<file path="src/rtl/keypad_debounce_decoder_if.sv">
// Keypad decoder bus: scanner row/column inputs plus decoded key and digit history.
interface keypad_debounce_decoder_if;
  logic [3:0] r_sel;
  logic [3:0] c_in;
  logic [3:0] key_code;
  logic       key_valid;
  logic       key_held;
  logic [3:0] digit_new;
  logic [3:0] digit_old;

  modport master (
    output r_sel, c_in,
    input  key_code, key_valid, key_held, digit_new, digit_old
  );

  modport slave (
    input  r_sel, c_in,
    output key_code, key_valid, key_held, digit_new, digit_old
  );
endinterface

</file>
<file path="src/rtl/keypad_debounce_decoder.sv">
// Synchronizes keypad columns, debounces a single key against the scanned row,
// decodes it to hex and keeps a two-digit history for the display stage.
module keypad_debounce_decoder #(
  parameter int DEBOUNCE_CYCLES = 4,
  parameter int CNT_W           = 8
) (
  input  logic                       clk,
  input  logic                       reset,
  keypad_debounce_decoder_if.slave   kp
);
  localparam logic [CNT_W-1:0] DEB_CNT = CNT_W'(DEBOUNCE_CYCLES);

  typedef enum logic [1:0] {IDLE, DEBOUNCE, HELD, RELEASE} state_t;

  state_t           state_reg;
  logic [CNT_W-1:0] cnt_reg;
  logic [1:0]       row_cap_reg;
  logic [1:0]       col_cap_reg;
  logic [3:0]       c_meta_reg, c_s_reg;
  logic [3:0]       r_dly_reg, r_d_reg;
  logic [3:0]       key_code_reg, digit_new_reg, digit_old_reg;
  logic             key_valid_reg, key_held_reg;

  logic [3:0]       row_hit, col_hit;
  logic [1:0]       row_idx, col_idx;
  logic             row_ok, col_ok, qual, cap_col_high;
  logic [CNT_W-1:0] cnt_inc;
  logic [3:0]       decoded;

  function automatic logic [3:0] decode(input logic [1:0] row, input logic [1:0] col);
    logic [3:0] code;
    case ({row, col})
      4'h0: code = 4'h1;  4'h1: code = 4'h2;  4'h2: code = 4'h3;  4'h3: code = 4'hA;
      4'h4: code = 4'h4;  4'h5: code = 4'h5;  4'h6: code = 4'h6;  4'h7: code = 4'hB;
      4'h8: code = 4'h7;  4'h9: code = 4'h8;  4'hA: code = 4'h9;  4'hB: code = 4'hC;
      4'hC: code = 4'hE;  4'hD: code = 4'h0;  4'hE: code = 4'hF;  default: code = 4'hD;
    endcase
    return code;
  endfunction

  // One-cold pattern detectors for the delayed row and synchronized columns.
  for (genvar gi = 0; gi < 4; gi++) begin : g_hit
    assign row_hit[gi] = (r_d_reg == ~(4'(1) << gi));
    assign col_hit[gi] = (c_s_reg == ~(4'(1) << gi));
  end

  assign row_ok       = |row_hit;
  assign col_ok       = |col_hit;
  assign row_idx      = {row_hit[3] | row_hit[2], row_hit[3] | row_hit[1]};
  assign col_idx      = {col_hit[3] | col_hit[2], col_hit[3] | col_hit[1]};
  assign qual         = (r_d_reg == ~(4'(1) << row_cap_reg));
  assign cap_col_high = c_s_reg[col_cap_reg];
  assign cnt_inc      = (cnt_reg < DEB_CNT) ? cnt_reg + CNT_W'(1) : cnt_reg;
  assign decoded      = decode(row_cap_reg, col_cap_reg);

  // Row is delayed by the same two stages as the columns so samples stay paired.
  always_ff @(posedge clk) begin
    if (!reset) begin
      c_meta_reg <= 4'b1111;
      c_s_reg    <= 4'b1111;
      r_dly_reg  <= 4'b1111;
      r_d_reg    <= 4'b1111;
    end else begin
      c_meta_reg <= kp.c_in;
      c_s_reg    <= c_meta_reg;
      r_dly_reg  <= kp.r_sel;
      r_d_reg    <= r_dly_reg;
    end
  end

  always_ff @(posedge clk) begin
    if (!reset) begin
      state_reg     <= IDLE;
      cnt_reg       <= '0;
      row_cap_reg   <= 2'd0;
      col_cap_reg   <= 2'd0;
      key_code_reg  <= 4'd0;
      digit_new_reg <= 4'd0;
      digit_old_reg <= 4'd0;
      key_valid_reg <= 1'b0;
      key_held_reg  <= 1'b0;
    end else begin
      key_valid_reg <= 1'b0;
      case (state_reg)
        IDLE: begin
          if (row_ok && col_ok) begin
            row_cap_reg <= row_idx;
            col_cap_reg <= col_idx;
            cnt_reg     <= CNT_W'(1);
            state_reg   <= DEBOUNCE;
          end
        end
        DEBOUNCE: begin
          if (qual) begin
            if (!cap_col_high) begin
              cnt_reg <= cnt_inc;
              if (cnt_inc >= DEB_CNT) begin
                state_reg     <= HELD;
                key_valid_reg <= 1'b1;
                key_held_reg  <= 1'b1;
                key_code_reg  <= decoded;
                digit_new_reg <= decoded;
                digit_old_reg <= digit_new_reg;
              end
            end else begin
              cnt_reg   <= '0;
              state_reg <= IDLE;
            end
          end
        end
        HELD: begin
          if (qual && cap_col_high) begin
            cnt_reg   <= CNT_W'(1);
            state_reg <= RELEASE;
          end
        end
        RELEASE: begin
          if (qual) begin
            if (cap_col_high) begin
              cnt_reg <= cnt_inc;
              if (cnt_inc >= DEB_CNT) begin
                cnt_reg      <= '0;
                key_held_reg <= 1'b0;
                state_reg    <= IDLE;
              end
            end else begin
              cnt_reg   <= '0;
              state_reg <= HELD;
            end
          end
        end
        default: begin
          cnt_reg      <= '0;
          key_held_reg <= 1'b0;
          state_reg    <= IDLE;
        end
      endcase
    end
  end

  assign kp.key_code  = key_code_reg;
  assign kp.key_valid = key_valid_reg;
  assign kp.key_held  = key_held_reg;
  assign kp.digit_new = digit_new_reg;
  assign kp.digit_old = digit_old_reg;
endmodule

</file>
<file path="src/flat_wrapper.sv">
// flat-port wrapper written by rule: the top's interface ports become plain ports
module keypad_debounce_decoder_flat 
#(
  parameter int DEBOUNCE_CYCLES = 4,
  parameter int CNT_W           = 8
)
  (clk, reset, kp_r_sel, kp_c_in, kp_key_code, kp_key_valid, kp_key_held, kp_digit_new, kp_digit_old);
  keypad_debounce_decoder_if kp_i ();
  input  logic clk;
  input  logic reset;
  input wire logic [$bits(kp_i.r_sel)-1:0] kp_r_sel;
  input wire logic [$bits(kp_i.c_in)-1:0] kp_c_in;
  output wire logic [$bits(kp_i.key_code)-1:0] kp_key_code;
  output wire logic [$bits(kp_i.key_valid)-1:0] kp_key_valid;
  output wire logic [$bits(kp_i.key_held)-1:0] kp_key_held;
  output wire logic [$bits(kp_i.digit_new)-1:0] kp_digit_new;
  output wire logic [$bits(kp_i.digit_old)-1:0] kp_digit_old;
  assign kp_i.r_sel = kp_r_sel;
  assign kp_i.c_in = kp_c_in;
  assign kp_key_code = kp_i.key_code;
  assign kp_key_valid = kp_i.key_valid;
  assign kp_key_held = kp_i.key_held;
  assign kp_digit_new = kp_i.digit_new;
  assign kp_digit_old = kp_i.digit_old;
  keypad_debounce_decoder #(.DEBOUNCE_CYCLES(DEBOUNCE_CYCLES), .CNT_W(CNT_W)) u_core (.clk(clk), .reset(reset), .kp(kp_i));
endmodule
</file>
<file path="config.mk">
export PLATFORM = sky130hd
export DESIGN_NAME = keypad_debounce_decoder_flat
export DESIGN_NICKNAME = d
export VERILOG_FILES = /design/src/rtl/keypad_debounce_decoder_if.sv /design/src/rtl/keypad_debounce_decoder.sv /design/src/flat_wrapper.sv
export SDC_FILE = /design/constraint.sdc
export NUM_CORES = 1
export LEC_CHECK = 0
export CORE_MARGIN = 5
export CORE_UTILIZATION = 51
export CTS_BUF_LIST = sky130_fd_sc_hd__clkbuf_8
export DETAILED_ROUTE_END_ITERATION = 6
export PLACE_DENSITY = 0.8
export SLEW_MARGIN = 0
export SYNTH_ARGS = -nofsm -noshare
export SYNTH_HDL_FRONTEND = slang
export SYNTH_SLANG_ARGS = --single-unit
</file>
<file path="constraint.sdc">
create_clock -name clk -period 1.85 [get_ports clk]
set_input_delay 0.2775 -clock clk [delete_from_list [all_inputs] [get_ports clk]]
set_output_delay 0.2775 -clock clk [all_outputs]
set_load 0.02 [all_outputs]
</file>
==> results.ini, run 1 <==
[floorplan]
fp.dieArea_um2=5070
core_area_um2=3630
io_pins=24
die-width_um=71.2
die-height_um=71.2
row_count=22
start_util_pct=52.6

[sta]
post-route-min-period_ps=1970
finalHoldViolCount=0
finalSetupViolations=14
fin_setup_tns_ps=-798
setup_ws_ps=-120
rsz0062_at_grt=true
max_clock_freq_mhz=508
fin_worst_skew_ps=7.48
tightest_slew_ps=470
min_period_over_period_pct=106
finalMaxSlewViolations=0
max_slew_margin_pct=68.6

[routing]
viasPerCell=5.45
via_count=1575
routed_wl_mm=3.74
drc_errors=0
drt_iter0_markers=53
firstDrtPassIters=4
wl_per_cell_um=12.9
antenna_left=0

[placement]
hpwl_mm=2.60
pre_cts_ws_ps=-157
gp_congestion=0.808
portBuffers=23

[synthesis]
synthFlopType=dfxtp_1
postSynthAreaPerCell_um2=9.66
synthArstFlopShare_pct=0
ys_ff_latch=40
ys_types=50
synth_top_area_cell=dfxtp_1
synthesis.nets=214
synth.area.mux_share_pct=7.07
synth.area.top_cells=dfxtp_1 (42%), nand2b_1 (5.6%), mux2i_1 (4.7%), ha_1 (3.9%), nor2_1 (2.9%)
synth_top_family_by_area=compound AO/OA/AOI/OAI gates
synth_top_area_share_pct=41.9
synth-edff-count=0
synth-seq-area-share_pct=41.9
synth-compound-area-share_pct=20.2
synth_xor_area_share_pct=1.83
synth_area_um2=1910
syn_inst=198
synthSimpleGateAreaFrac_pct=19.4
synthAdderAreaFrac_pct=3.93
yosysWarnings=0

[clocking]
cts.htree.levels=2
clock_latency_ps=300
path_clk_slew_ps=70
cts_buffers=5
clk_path_buf_depth=2
clkSinkCount=40
root_buffer=clkbuf_8
cts_tree=done
ctsHoldBuffers=0

[critical_path]
end_kind=register
crit_family=simple AND/OR/NAND/NOR gates
critPathBufInv=0
worstReg2RegStart=u_core.cnt_reg[3]
cp_common_cell=o31a_1
crit_chain=or4_4 > or3_4 > o31a_1 > o31a_1 > o32ai_2
cp-start-kind=register
crit_path_top_delay_cell=or4_4
arrival_ps=2180
cp_slowest_stage_delay_ps=530
critPathKind=reg -> reg
setup.worst_path.start=u_core.cnt_reg[3]
required_ps=2060
critPathMaxFanout=2

[global_route]
grt_usage_pct=16.0
grt_pass1_vias=1492
overflow=0
grt_max_degree=26
grt_first_pass_wirelength_mm=6.51
antenna_found_initial=0

[run_status]
status=finished, violations left
violations=negative setup slack

[power_and_ir_drop]
powerDensity_nw_per_um2=701
ir_drop_mv=0.554
p_leak_nw=1.08

[worst_hold_path]
hold_class=reg -> reg
hold_path_startpoint=u_core.c_meta_reg[2]

[layout]
layout.nets=256
largest_reg_flops=8
insertedDiodeCount=0
num-fill-cells=287
drive_gt1_share_pct=27.0
syn_to_final_growth_pct=33.4

[run]
drv_cap=0

layout by cell type, fill, tap and decap left out, types with 3 or more instances in the layout:
| cell type | synthesis | routed |
|---|---|---|
| a21oi_1 | 10 | 10 |
| and3b_1 | 3 | 3 |
| buf_4 | 4 | 24 |
| clkbuf_8 | 0 | 5 |
| clkdlybuf4s50_1 | 0 | 23 |
| dfxtp_1 | 40 | 33 |
| dfxtp_2 | 0 | 6 |
| ha_1 | 6 | 6 |
| inv_1 | 6 | 7 |
| mux2i_1 | 9 | 9 |
| nand2_1 | 12 | 12 |
| nand2b_1 | 17 | 17 |
| nor2_1 | 15 | 12 |
| nor3b_1 | 3 | 3 |
| o211a_1 | 5 | 5 |
| o21ai_0 | 7 | 6 |
| xnor2_1 | 4 | 4 |
repair_timing:
action                     4_1_cts  5_1_grt
pin swaps                        2        5
gates resized for setup         10       11
setup buffers                    2        1
setup endpoints to repair       12       21
metrics by stage:
step	instances	hold slack (ps)	total power [W]	util, %	instance area (um^2)
2_1_floorplan	198	379	0.00104	-	1930
3_3_place_gp	278	388	0.00110	64.1	2330
3_5_place_dp	278	396	0.00111	64.1	2330
4_1_cts	288	413	0.00180	69.1	2510
5_1_grt	289	438	0.00186	70.2	2550
6_report	289	410	0.00179	70.2	2550
synthesized netlist by cell type, drive strengths merged, types with 2 or more instances:
cell type   n
o2111ai     2
and3        2
o211ai      2
inv         6
o21a        2
or3         3
and3b       3
o31a        2
nand2b     17
a211o       3
dfxtp      40
a211oi      3
a21oi      10
o211a       5
mux2i       9
nor2       15
and2        3
clkbuf      8
buf         7
ha          6
o221a       2
nor3b       3
or2         2
nand2      12
mux2        2
nand3       2
o21ai       8
xnor2       4
cell type report:
type                       instances  area [um^2]  share of cell area (%)
clock buffer                       5         68.8                    2.70
clock inverter                     3         38.8                    1.52
inverter                           6         22.5                   0.883
multi-input combinational        137         1100                    43.0
sequential                        40          812                    31.8
tap                               48         60.1                    2.35
timing repair buffer              50          453                    17.8
path summary, 6_finish.rpt:
kind / end / slack (ps) / depth (start not counted)
hold reg to reg: u_core.c_s_reg[2] / 410 / 1
setup / recovery: u_core.cnt_reg[0] / -120 / 5
setup reg to reg: u_core.cnt_reg[0] / -120 / 5
hold / removal: u_core.c_s_reg[2] / 410 / 1
report_power, final:
| group | switching [W] | internal, W | total [W] |
|---|---|---|---|
| logic | 0.0000975 | 0.000106 | 0.000203 |
| registers | 0.0000163 | 0.000883 | 0.000900 |
| clock network | 0.000291 | 0.000394 | 0.000686 |
metal layers:
metal  GRT usage [%]  wire length [um]
met1            18.6              1690
met2            27.1              1780
met3            4.63               196
met4            7.10                76
met5               0                 0
worst register-to-register path, stage by stage, from the launching register on:
cell and delay [ps]:
dfxtp_2 320, or4_4 530, or3_4 350, o31a_1 260, o31a_1 250, o32ai_2 180
cells by family (layout without fill, tap and decap cells):
kind of cell               after synthesis  count (layout)
AOI/OAI and AO/OA                       49              49
xor gates and xnor gates                 4               4
adders and majority gates                6               6
buffers and inverters                   21              64
DFF                                     40              40
muxes                                   12              12
and+or+nand+nor                         66              66
(Power assumes the default switching activity.)
==> run 2, diff against run 1 <==
--- a/config.mk
+++ b/config.mk
@@ -9,7 +9,7 @@
 export CORE_UTILIZATION = 51
 export CTS_BUF_LIST = sky130_fd_sc_hd__clkbuf_8
 export DETAILED_ROUTE_END_ITERATION = 6
-export PLACE_DENSITY = 0.8
+export PLACE_DENSITY = 0.78
 export SLEW_MARGIN = 0
 export SYNTH_ARGS = -nofsm -noshare
 export SYNTH_HDL_FRONTEND = slang
==> run 2 against run 1 <==
Compared with the run above: the run still ends with negative setup slack left; utilization fell by 0.34 points; maximum frequency fell by 1.4%; clock power rose by 45%; register-to-register slack got worse by 30 ps; die area did not move; combinational power fell by 2%; critical path depth did not move; worst hold slack got worse by 2.8 ps.
==> results.ini, run 2 (synthesis results as in run 1) <==
[run_status]
status=finished, violations left
violations=negative setup slack

[critical_path]
cp_slowest_stage_delay_ps=550
r2r_cells=5
critPathMaxFanout=3
cp-start-kind=register
cp.depth=5
r2r_slack_ps=-150
critPathBufInv=0
critPathKind=reg -> reg
crit_family=simple AND/OR/NAND/NOR gates
endpoint=u_core.cnt_reg[0]
end_kind=register
crit_path_top_delay_cell=or4_4
setup.worst_path.start=u_core.cnt_reg[3]
cp_common_cell=o31a_1
required_ps=2070
arrival_ps=2220
regToRegEndpoint=u_core.cnt_reg[0]
worstReg2RegStart=u_core.cnt_reg[3]
crit_chain=or4_4 > or3_4 > o31a_1 > o31a_1 > o32ai_2

[clocking]
clock_latency_ps=300
clkSinkCount=40
cts.htree.levels=2
path_clk_slew_ps=80
clk_path_buf_depth=2
cts_tree=done
cts_buffers=5
root_buffer=clkbuf_8

[floorplan]
die-width_um=71.2
start_util_pct=52.6
fp.dieArea_um2=5070
row_count=22
core_area_um2=3630
die-height_um=71.2
io_pins=24

[power_and_ir_drop]
ir_drop_mv=0.500
p_leak_nw=1.08
p_int_w=0.00166
powerDensity_nw_per_um2=824
power_frac_comb_pct=9.5
p_sw_share_pct=20.5
p_seq_share_pct=43.0
p_clk_share_pct=47.5
power.switching_w=0.000429

[sta]
tightest_slew_ps=478
finalMaxSlewViolations=0
post-route-min-period_ps=2000
hold_slack_ps=408
fin_worst_skew_ps=7.95
setup_ws_ps=-147
finalSetupViolations=13
max_slew_margin_pct=68.1
finalHoldViolCount=0
rsz0062_at_grt=true
min_period_over_period_pct=108
max_clock_freq_mhz=501

[routing]
drc_errors=0
antenna_left=0
firstDrtPassIters=4
routed_wl_mm=3.97
drt_iter0_markers=88
via_count=1595
viasPerCell=5.56
wl_per_cell_um=13.8

[layout]
drive_gt1_share_pct=25.1
largest_reg_flops=8
insertedDiodeCount=0
final_common_cell=dfxtp_1
layout.nets=254
syn_to_final_growth_pct=32.8
final_util_pct=69.9
stdcell_area_um2=2540
num-fill-cells=261
final_cell_mix=dfxtp_1 (34), buf_4 (24), clkdlybuf4s50_1 (23)

[worst_hold_path]
hold_class=reg -> reg

[global_route]
grt_usage_pct=16.7
overflow=0
grt_max_degree=15
grt_first_pass_wirelength_mm=6.69
antenna_found_initial=0
grt_pass1_vias=1516

[placement]
placed_cell_area_um2=2310
gp_congestion=0.879
hpwl_mm=2.87
portBuffers=23

[run]
drv_cap=0

-- run 2: cell count changes in the layout (fill, tap and decap cells not counted), sizes merged --
cell    delta
buf        -2
inv        -1
bufinv     +2
clkinv     -1
-- run 2: repair_timing --
item,4_1_cts,5_1_grt
setup buffers,2,2
hold buffers,0,0
hold endpoints to repair,0,0
gates cloned,0,0
gates resized for setup,4,7
pin swaps,2,1
endpoints found under the setup margin,17,23
-- run 2: metrics by stage --
step | worst slack [ps] | total power [W] | TNS (ps) | instances
finish | -147 | 0.00209 | -996 | 287
global route | -211 | 0.00216 | -1940 | 287
CTS | -146 | 0.00209 | -972 | 285
detailed placement | -178 | 0.00110 | -1630 | 275
global placement | -118 | 0.00109 | -985 | 275
floorplan | -57.4 | 0.00104 | -349 | 198
-- run 2: worst min path at each step --
stage                    startpoint                   end  slack [ps]  cells after the start
6_report        u_core.r_dly_reg[2]     u_core.r_d_reg[2]         410                      1
5_1_grt        u_core.c_meta_reg[3]     u_core.c_s_reg[3]         420                      1
4_1_cts        u_core.c_meta_reg[3]     u_core.c_s_reg[3]         410                      1
3_5_place_dp   u_core.c_meta_reg[3]     u_core.c_s_reg[3]         390                      1
3_3_place_gp   u_core.c_meta_reg[3]     u_core.c_s_reg[3]         390                      1
2_1_floorplan            kp_c_in[0]  u_core.c_meta_reg[0]         380                      1
-- run 2: cell type report --
class	count	area, um^2	share of cell area, %
Sequential cell	40	813	32.0
Clock inverter	3	90.1	3.55
Tap cell	48	60.1	2.37
Clock buffer	5	68.8	2.71
Timing Repair Buffer	48	430	17.0
Multi-Input combinational cell	137	1050	41.5
Inverter	6	22.5	0.887
-- run 2: power groups by stage --
| stage | combinational [W] | sequential [W] | clock, W |
|---|---|---|---|
| finish | 0.000198 | 0.000900 | 0.000993 |
| global route | 0.000216 | 0.000903 | 0.00104 |
| CTS | 0.000189 | 0.000900 | 0.00100 |
| detailed placement | 0.000181 | 0.000920 | 0 |
| global placement | 0.000173 | 0.000919 | 0 |
| floorplan | 0.000123 | 0.000917 | 0 |
-- run 2: worst register-to-register path: cells and delay by family (launching register included) --
kind	cells	cell delay, ps
AOI/OAI and AO/OA	3	700
and+or+nand+nor	2	900
DFF	1	310
-- run 2: layer usage --
| layer | GRT usage, % | wire, um |
|---|---|---|
| met5 | 0 | 0 |
| met4 | 9.19 | 87 |
| met3 | 4.77 | 201 |
| met2 | 28.1 | 1980 |
| met1 | 18.9 | 1700 |
==> RTL edit (config.mk and constraints of run 1) <==
`CNT_W` is set to 8 in 2 places; all go to 9.
--- a/src/rtl/keypad_debounce_decoder.sv
+++ b/src/rtl/keypad_debounce_decoder.sv
@@ -3,5 +3,5 @@
 module keypad_debounce_decoder #(
   parameter int DEBOUNCE_CYCLES = 4,
-  parameter int CNT_W           = 8
+  parameter int CNT_W           = 9
 ) (
   input  logic                       clk,
--- a/src/flat_wrapper.sv
+++ b/src/flat_wrapper.sv
@@ -3,5 +3,5 @@
 #(
   parameter int DEBOUNCE_CYCLES = 4,
-  parameter int CNT_W           = 8
+  parameter int CNT_W           = 9
 )
   (clk, reset, kp_r_sel, kp_c_in, kp_key_code, kp_key_valid, kp_key_held, kp_digit_new, kp_digit_old);
Check against the original RTL: same outputs for any inputs over 10 cycles, from zero or initial values and one cycle with reset low; that may be too few to reach the edited logic, so the function may still have changed.
==> RTL edit against run 1 <==
Area after synthesis down 2.0%; final area down 3.2%; sequential cell count up 1; sequential share of layout area up 1.7 points; setup slack better by 0.042 ns; clock skew about the same; sequential power up 3.3%; routed wire length down 3.3%; critical path type unchanged; final cell count down 4.5%; synthesized cell count down 6.1%; the flow still finishes with violations (negative setup slack); power down 7.7%; via count down 11%.
==> RTL edit: results (changes against run 1) <==
[grt]
grt_pass1_wl_mm = 6.113  ; -6.0%
grt_max_degree = 24  ; -7.7%
grt_pass1_vias = 1343  ; -10%

[detailed_routing]
avgViaCountPerCell = 5.058  ; -7.2%
drt-initial-drc-count = 70  ; +32%

[timing]
setup_viol = 15  ; +1
clock_skew_ns = 0.007328  ; -0.0001521 ns
tightest_slew_ns = 0.6242  ; +0.1543 ns
fin_ws_ns = -0.07740  ; +0.04232 ns

[worst_setup_path]
crit_arrival_ns = 2.11  ; -0.07 ns
critPathMaxStageDelay_ns = 0.55  ; +0.02 ns
critical_path.slowest_cell = mux4_2

[synthesis]
synthAdderAreaFrac_pct = 4.005  ; +0.079 points
synth_common_cells = dfxtp_1, nand2b_1, nor2_1, mux2i_1
synth_xor_area_share_pct = 1.869  ; +0.037 points
ys_seq_area_share_pct = 43.79  ; +1.9 points
synth_compound_area_share_pct = 13.55  ; -6.6 points

[die]
die_x_um = 70.62  ; -0.85%

[placed_design]
place_congestion = 0.7823  ; -3.1%
dp_hpwl_mm = 2.362  ; -9.1%

[power_and_ir_drop]
vdd_drop_max_v = 0.0005062  ; -8.6%

[run_status]
status = complete, but fails checks
violations = negative setup slack

[final_layout]
final_layout_size_suffix_gt1_share_pct = 27.63  ; +0.66 points
largest_register_ff_count = 9  ; +1
fill_cells = 280  ; -2.4%

RTL edit: stage by stage:
stage	TNS [ns]	hold slack [ns]	utilization (%)	cell area (µm²)	cells
floorplan	0	0.3790	-	1878	186
global placement	0	0.3891	61.42	2215	262
detailed placement	-0.06588	0.3940	61.42	2215	262
CTS	-0.03799	0.4123	65.48	2361	272
global route	-1.885	0.4244	68.46	2469	276
finish	-0.5312	0.4088	68.46	2469	276
RTL edit: power breakdown:
part	switching, mW	leakage, nW	internal (mW)
sequential	0.0231	0.333	0.907
combinational	0.0829	0.584	0.0918
clock	0.290	0.0491	0.256
RTL edit: repair_timing:
action,CTS,global route
buffers inserted,1,4
gates resized for setup,8,17
gates cloned,1,0
setup endpoints to repair,4,23
hold buffers,0,0
pin swaps,3,10
RTL edit: path summary, 6_finish.rpt:
| kind | slack (ns) | startpoint | endpoint | depth (start not counted) |
|---|---|---|---|---|
| hold / removal | 0.41 | u_core.c_meta_reg[2] | u_core.c_s_reg[2] | 1 |
| setup reg to reg | -0.08 | u_core.col_cap_reg[0] | u_core.kp.key_code[2] | 7 |
| setup / recovery | -0.08 | u_core.col_cap_reg[0] | u_core.kp.key_code[2] | 7 |
| hold reg to reg | 0.41 | u_core.c_meta_reg[2] | u_core.c_s_reg[2] | 1 |
RTL edit: per-layer routing:
layer,part of all wire [%],track usage (%)
met5,0,0
met4,1.0,6.889
met3,4.2,4.403
met2,49,25.26
met1,46,18.96
RTL edit: area by class of cell:
class / count / share of cell area [%]
clock inverter: 3 / 0.5575
sequential: 41 / 33.50
inverter: 5 / 0.7603
tap: 48 / 2.433
timing repair buffer: 44 / 16.17
multi-input combinational: 130 / 43.79
clock buffer: 5 / 2.788
